<file path="src/rtl/usart_rx_controller.sv">
// Receive-side controller: handles the 4-phase available/acknowledge handshake
// with usart_rx and buffers received characters in a first-word-fall-through FIFO.
//
// state | meaning
// ------+--------------------------------------------------------------
// IDLE  | waiting for rx_available with enable set; captures on entry to ACK
// ACK   | rx_acknowledge high; waiting for usart_rx to drop rx_available
module usart_rx_controller #(
    parameter int DATA_WIDTH = 8,
    parameter int DEPTH      = 16,
    parameter int ADDR_WIDTH = 4
) (
    input  logic                  comm_clock,
    input  logic                  reset,
    input  logic                  enable,
    input  logic [DATA_WIDTH-1:0] rx_data,
    input  logic                  rx_available,
    input  logic                  rx_error,
    output logic                  rx_acknowledge,
    input  logic                  read_strobe,
    output logic [DATA_WIDTH-1:0] read_data,
    output logic                  read_valid,
    output logic [ADDR_WIDTH:0]   fifo_count,
    output logic                  overrun,
    output logic                  framing_error,
    input  logic                  clear_flags
);

    typedef enum logic {
        ST_IDLE = 1'b0,
        ST_ACK  = 1'b1
    } state_t;

    localparam logic [ADDR_WIDTH:0]   LP_DEPTH   = (ADDR_WIDTH+1)'(DEPTH);
    localparam logic [ADDR_WIDTH:0]   LP_CNT_ONE = (ADDR_WIDTH+1)'(1);
    localparam logic [ADDR_WIDTH-1:0] LP_PTR_ONE = ADDR_WIDTH'(1);

    state_t                  r_state;
    state_t                  w_state_next;
    logic                    w_capture;

    logic [DATA_WIDTH-1:0]   r_mem [0:DEPTH-1];
    logic [ADDR_WIDTH-1:0]   r_wr_ptr;
    logic [ADDR_WIDTH-1:0]   r_rd_ptr;
    logic [ADDR_WIDTH:0]     r_count;
    logic                    r_overrun;
    logic                    r_framing_error;

    logic                    w_full;
    logic                    w_empty;
    logic                    w_pop;
    logic                    w_char_ok;
    logic                    w_push;
    logic                    w_overrun_set;
    logic                    w_framing_set;

    // ---------------------------------------------------------------- FSM
    always_ff @(posedge comm_clock or negedge reset) begin
        if (!reset) begin
            r_state <= ST_IDLE;
        end else begin
            r_state <= w_state_next;
        end
    end

    always_comb begin
        w_state_next = r_state;
        w_capture    = 1'b0;
        case (r_state)
            ST_IDLE: begin
                if (rx_available && enable) begin
                    w_capture    = 1'b1;
                    w_state_next = ST_ACK;
                end
            end
            ST_ACK: begin
                // enable is deliberately ignored here so a started handshake always completes
                if (!rx_available) begin
                    w_state_next = ST_IDLE;
                end
            end
            default: w_state_next = ST_IDLE;
        endcase
    end

    assign rx_acknowledge = (r_state == ST_ACK);

    // ---------------------------------------------------------------- FIFO control
    assign w_full        = (r_count == LP_DEPTH);
    assign w_empty       = (r_count == '0);
    assign w_pop         = read_strobe && !w_empty;
    assign w_char_ok     = w_capture && !rx_error;
    // A full FIFO still accepts the character when the head is popped on the same edge.
    assign w_push        = w_char_ok && (!w_full || w_pop);
    assign w_overrun_set = w_char_ok && w_full && !w_pop;
    assign w_framing_set = w_capture && rx_error;

    always_ff @(posedge comm_clock or negedge reset) begin
        if (!reset) begin
            r_wr_ptr <= '0;
            r_rd_ptr <= '0;
            r_count  <= '0;
        end else begin
            if (w_push) begin
                r_wr_ptr <= r_wr_ptr + LP_PTR_ONE;
            end
            if (w_pop) begin
                r_rd_ptr <= r_rd_ptr + LP_PTR_ONE;
            end
            case ({w_push, w_pop})
                2'b10:   r_count <= r_count + LP_CNT_ONE;
                2'b01:   r_count <= r_count - LP_CNT_ONE;
                default: r_count <= r_count;
            endcase
        end
    end

    always_ff @(posedge comm_clock) begin
        if (w_push) begin
            r_mem[r_wr_ptr] <= rx_data;
        end
    end

    assign read_data  = r_mem[r_rd_ptr];
    assign read_valid = !w_empty;
    assign fifo_count = r_count;

    // ---------------------------------------------------------------- sticky flags
    // Setting takes priority over clear_flags on the same edge so no event is lost.
    always_ff @(posedge comm_clock or negedge reset) begin
        if (!reset) begin
            r_overrun       <= 1'b0;
            r_framing_error <= 1'b0;
        end else begin
            if (w_overrun_set) begin
                r_overrun <= 1'b1;
            end else if (clear_flags) begin
                r_overrun <= 1'b0;
            end
            if (w_framing_set) begin
                r_framing_error <= 1'b1;
            end else if (clear_flags) begin
                r_framing_error <= 1'b0;
            end
        end
    end

    assign overrun       = r_overrun;
    assign framing_error = r_framing_error;

endmodule

</file>
<file path="config.mk">
export PLATFORM = sky130hd
export DESIGN_NAME = usart_rx_controller
export DESIGN_NICKNAME = d
export VERILOG_FILES = /design/src/rtl/usart_rx_controller.sv
export SDC_FILE = /design/constraint.sdc
export NUM_CORES = 1
export LEC_CHECK = 0
export ABC_AREA = 1
export ABC_CLOCK_PERIOD_IN_PS = 1900
export CORE_ASPECT_RATIO = 1.25
export CORE_MARGIN = 5
export CORE_UTILIZATION = 54
export CTS_CLUSTER_DIAMETER = 80
export CTS_CLUSTER_SIZE = 12
export DETAILED_ROUTE_END_ITERATION = 7
export PLACE_DENSITY = 0.8
export SLEW_MARGIN = 20
export SYNTH_ARGS = -nofsm -noshare
export SYNTH_HDL_FRONTEND = slang
export SYNTH_SLANG_ARGS = --single-unit
</file>
<file path="constraint.sdc">
create_clock -name comm_clock -period 1.9 [get_ports comm_clock]
set_clock_uncertainty 0.15 [all_clocks]
set_input_delay 0.19 -clock comm_clock [delete_from_list [all_inputs] [get_ports comm_clock]]
set_output_delay 0.19 -clock comm_clock [all_outputs]
set_load 0.02 [all_outputs]
</file>
# == Word-level counts from Yosys, hierarchy flattened ==
# Memory sizes are Yosys's and may differ from the RTL's.
# Index checks and enable logic that the tools add are counted.
# classes
addsub,4
n_eq_ne,3
n_mux,10
bitwise_logic,1
reduce_logical,16
# ops
operator,n
$pmux W5 S2,1
$add A4 B1 Y4 const B,2
$mux W1,8
$logic_and A1 B1 Y1,7
$reduce_bool A2 Y1,3
$add A5 B1 Y5 const B,1
$eq A5 B5 Y1 const B,1
$logic_not A5 Y1,1
$sub A5 B1 Y5 const B,1
$logic_not A1 Y1,4
$eq A2 B1 Y1 const B,1
$eq A2 B2 Y1 const B,1
$pmux W1 S2,1
$logic_or A1 B1 Y1,1
$not A1 Y1,1
# totals
reg_bits,16
mem_bits_rw,128
input_bits,15
output_inout_bits,17
wordCells,41
n_memories,1
# memory_table
name,depth,word_bits,read_ports,rd_ports_with_merged_regs,wr,line_no,source
r_mem,16,8,1,0,1,42,logic [DATA_WIDTH-1:0] r_mem [0:DEPTH-1];

# == Logic depth before layout (Yosys ltp) ==
# logic_depth
ltp_word,7
ltp_mapped,15
depth_no_buf,15

# == Least setup slack after synthesis ==
# No wires, ideal clock.
# synth_path
path_type,reg-to-reg
startpoint,"register r_count[0], in the netlist fifo_count[0]"
endpoint,"register r_count[4], in the netlist fifo_count[4]"
setup_time_ns,0.117
arrival_time_ns,1.805
required_ns,1.633
path_slack_ns,-0.172
path_stages_with_launch,14
n_path_buf,0
synth_period_minus_slack_ns,2.072
cell_sequence,dfrtp_1 nor2_2 nand3_4 nand3_4 inv_2 ha_1 inv_1 nor2_1 nor2_1 o21ai_1 nand2_1 nand2_1 nand2_1 nand2_1
# synth_between
elab_chain_cells,7
elab_cells_between_ends,13
classes_between,add/sub: 2; eq/ne: 3; mux: 1; reduce/logical: 7
# synth_rtl
element,line_no,source
start: declaration,45,logic [ADDR_WIDTH:0] r_count;
start signal: assignment,111,2'b10: r_count <= r_count + LP_CNT_ONE;
start signal: assignment,112,2'b01: r_count <= r_count - LP_CNT_ONE;
start signal: assignment,113,default: r_count <= r_count;
$logic_not A5 Y1 (*),90,assign w_empty = (r_count == '0);
$logic_not A1 Y1 (*),n/a,
named net read_valid,22,"output logic read_valid,"
$logic_and A1 B1 Y1 (*),91,assign w_pop = read_strobe && !w_empty;
$logic_or A1 B1 Y1,94,assign w_push = w_char_ok && (!w_full || w_pop);
$logic_and A1 B1 Y1,94,
$eq A2 B1 Y1 / $eq A2 B2 Y1 (equally long branches),110,"case ({w_push, w_pop})"
$pmux W5 S2 / $reduce_bool A2 Y1 (equally long branches),n/a,
# The timed path passes the listed nets; every way through them passes the cells marked *.
# A chain may end at the register's enable or synchronous reset.

# == Worst setup path in the final report ==
# layout_path
startpoint,register r_rd_ptr[0]
endpoint,output port read_data[1]
# layout_between
elab_chain_cells,1
# layout_rtl
element,line_no,source
start: declaration,44,logic [ADDR_WIDTH-1:0] r_rd_ptr;
start signal: assignment,108,r_rd_ptr <= r_rd_ptr + LP_PTR_ONE;
$mem_v2 Z16 W8,n/a,
end: declaration,21,"output logic [DATA_WIDTH-1:0] read_data,"
# No other way between the ends.

==> impl_metrics.toml <==
[finish]
regArea_um2 = 4250
drive_gt1_share_pct = 31.1
layout-area-overhead-vs-synth_pct = 32.7
instances_no_fill = 701
multi_input_area_um2 = 1800
layout.nets = 575
fill_cells = 653
insertedDiodeCount = 0
finish.utilization_pct = 72.6

[detailed_routing]
vias = 4148
drc_errors = 0
drtIter0Drc = 399
ant_nets = 0
avgViaCountPerCell = 5.92
routed_wirelength_um = 15600
first_pass_iters = 5
post_drt_wl_per_cell_um = 22.3

[placed_design]
portBuffers = 31
pre_cts_slack_ns = -0.402
dp.cells = 656
post-dp-hpwl_um = 9060
place_congestion = 0.854

[critical_path]
arrival_ns = 1.99
crit_path_max_incr_delay_ns = 0.47
required_ns = 1.56
path_cells = "buf_8 > buf_4 > mux2i_1 > o221ai_1 > nand3_1 > nand2_1 > buf_6"
crit_fanout = 7
cp-end-kind = "output pin"
cpMaxStageDelayCell = "dfrtp_2"
critPathKind = "reg2out"
startpoint_type = "register"

[timing]
slew-limit-headroom_pct = 60.4
fin_crit_sh_pct = 123
min_period_ns = 2.33
setup_violations = 8
final-max-slew-violation-count = 0
hold_violations = 0
setup_ws_ns = -0.432
tightest_slew_ns = 0.592
fmax_mhz = 429
setup_tns_ns = -2.86
grt_setup_unrepaired = "yes"
holdWs_ns = 0.208

[floorplanning]
io_pins = 32
row_count = 43
die_x_um = 105
floorplan.initialDensity_pct = 54.7
die_area_um2 = 13400
coreArea_um2 = 11000
die_h_um = 128

[run_status]
failed_checks = "setup timing"
status = "complete, but fails checks"

[logic_synthesis]
synth_nets = 473
synth_cells = 451
synth_cell_types = 31
yosysSeqAreaShare_pct = 70.3
ys_warn_count = 0
avgSynthCellArea_um2 = 13.4
synth_area_um2 = 6040
ys_seq_elements = 144

[grt]
grt_max_degree = 40
grt_pass1_wl_um = 23100
antenna_found_initial = 0
first_global_vias = 4340
grt.total_usage_pct = 23.1
grt-ovfl-total = 0

[clock_network]
clk_pin_slew_ns = 0.06
clockBufferDepth = 2
cts_buffers = 17
clkSinkCount = 144
cts_max_level = 4
cts_tree = "built"
worstSkewPairLatency_ns = 0.42
cts_root_buf = "clkbuf_16"

[job]
maxCapViolations = 0

[pwr]
p_sw_mw = 4.28
p_leak_nw = 2.99
power.density_nw_per_um2 = 1590
p_comb_share_pct = 41.0
p_sw_share_pct = 33.7
ir_drop_uv = 907
clkPwrFrac_pct = 28.8
internal_power_mw = 8.43
seqPwrFrac_pct = 30.2

[worst_hold_path]
hold_path_class = "in2reg"
worst max-delay path: cells and delay by family, from the launching register on:
kind                   cells  cell delay [ns]
and+or+nand+nor            2             0.31
buffers and inverters      3             0.45
DFF                        1             0.47
muxes                      1             0.13
AOI/OAI and AO/OA          1             0.20
registers in the layout, indices dropped and copies added (netlist names):
register and count:
fifo_count 5, r_wr_ptr 4, overrun 1, r_rd_ptr 4
rx_acknowledge 1, framing_error 1, r_mem 128
cells by family (layout without fill, tap and decap cells):
family	Yosys count	in the layout	share of synthesized area, %
DFF	144	144	70.3
and+or+nand+nor	144	144	11.1
AOI/OAI and AO/OA	78	78	8.54
buffers and inverters	44	159	3.11
muxes	26	26	4.31
xor gates and xnor gates	8	8	1.16
adders and majority gates	7	7	1.45
synth_stat cells (all sizes together):
master	instances	area [um^2]
edfxtp	128	3840
nor2	69	284
nand2	49	211
o21ai	42	210
mux2i	26	260
o221ai	26	228
inv	21	78.8
nand3	19	125
dfrtp	16	400
clkbuf	13	50.0
buf	9	55.1
xor2	8	70.1
ha	7	87.6
nand4	4	31.3
o211ai	4	30.0
o32ai	4	35.0
nor3	3	20.0
o22ai	2	12.5
clkinv	1	3.75
path summary, 6_finish.rpt:
kind	start	end	slack [ns]	depth (start not counted)
min	rx_available	rx_acknowledge	0.21	3
max reg2reg	fifo_count[0]	fifo_count[4]	0.03	13
min in group asynchronous	reset	fifo_count[3]	0.48	3
max in group asynchronous	reset	r_rd_ptr[0]	0.91	3
max	r_rd_ptr[0]	read_data[1]	-0.43	7
min reg2reg	framing_error	framing_error	0.39	2
area by class of cell:
cell class	instances	share of cell area, %
Sequential cell	144	53.1
Multi-Input combinational cell	263	22.5
Timing Repair Buffer	105	13.1
Clock buffer	19	5.41
Clock inverter	13	2.70
Tap cell	135	2.11
Inverter	22	1.09
through the flow:
stage,power (mW),area [um^2]
after CTS,12.2,7770
after global placement,8.09,6980
after detailed placement,8.26,6980
final,12.7,8010
after global routing,13.3,8010
after floorplan,6.39,6060
power by group through the flow:
stage | sequential [mW] | clock [mW] | combinational (mW)
2_1_floorplan | 3.94 | 0 | 2.44
3_3_place_gp | 3.86 | 0 | 4.24
3_5_place_dp | 3.87 | 0 | 4.38
4_1_cts | 3.83 | 3.65 | 4.70
5_1_grt | 3.86 | 3.86 | 5.57
6_report | 3.84 | 3.66 | 5.21
cells in the final DEF, fill, tap and decap left out, drive strengths merged:
cell	count
buf	80
o32ai	4
clkbuf	21
clkdlybuf4s50	18
dlymetal6s2s	1
clkinvlp	1
xor2	8
edfxtp	128
o22ai	2
nand3	19
mux2i	26
o221ai	26
nand2	49
nand4	4
nor2	69
o211ai	4
clkinv	7
bufinv	6
ha	7
dlygate4sd3	1
nor3	3
dlygate4sd2	3
o21ai	42
dfrtp	16
inv	21
metal layers:
layer / share of wire [%] / up-vias / wire length (um) / GRT usage [%]
met5: 0 / - / 0 / 0
met4: 3.7 / 0 / 577 / 12.3
met3: 7.3 / 43 / 1140 / 5.39
met2: 53 / 204 / 8260 / 41.7
met1: 36 / 2025 / 5650 / 24.9
li1: - / 1876 / - / -
repair_timing:
item / in CTS / in global routing
pin swaps: 10 / 13
cloned: 1 / 2
gates resized for setup: 76 / 44
hold buffers: 1 / 0
endpoints found under the setup margin: 12 / 70
setup buffers: 2 / 7
endpoints found under the hold margin: 16 / 0
(Power assumes the default switching activity.)
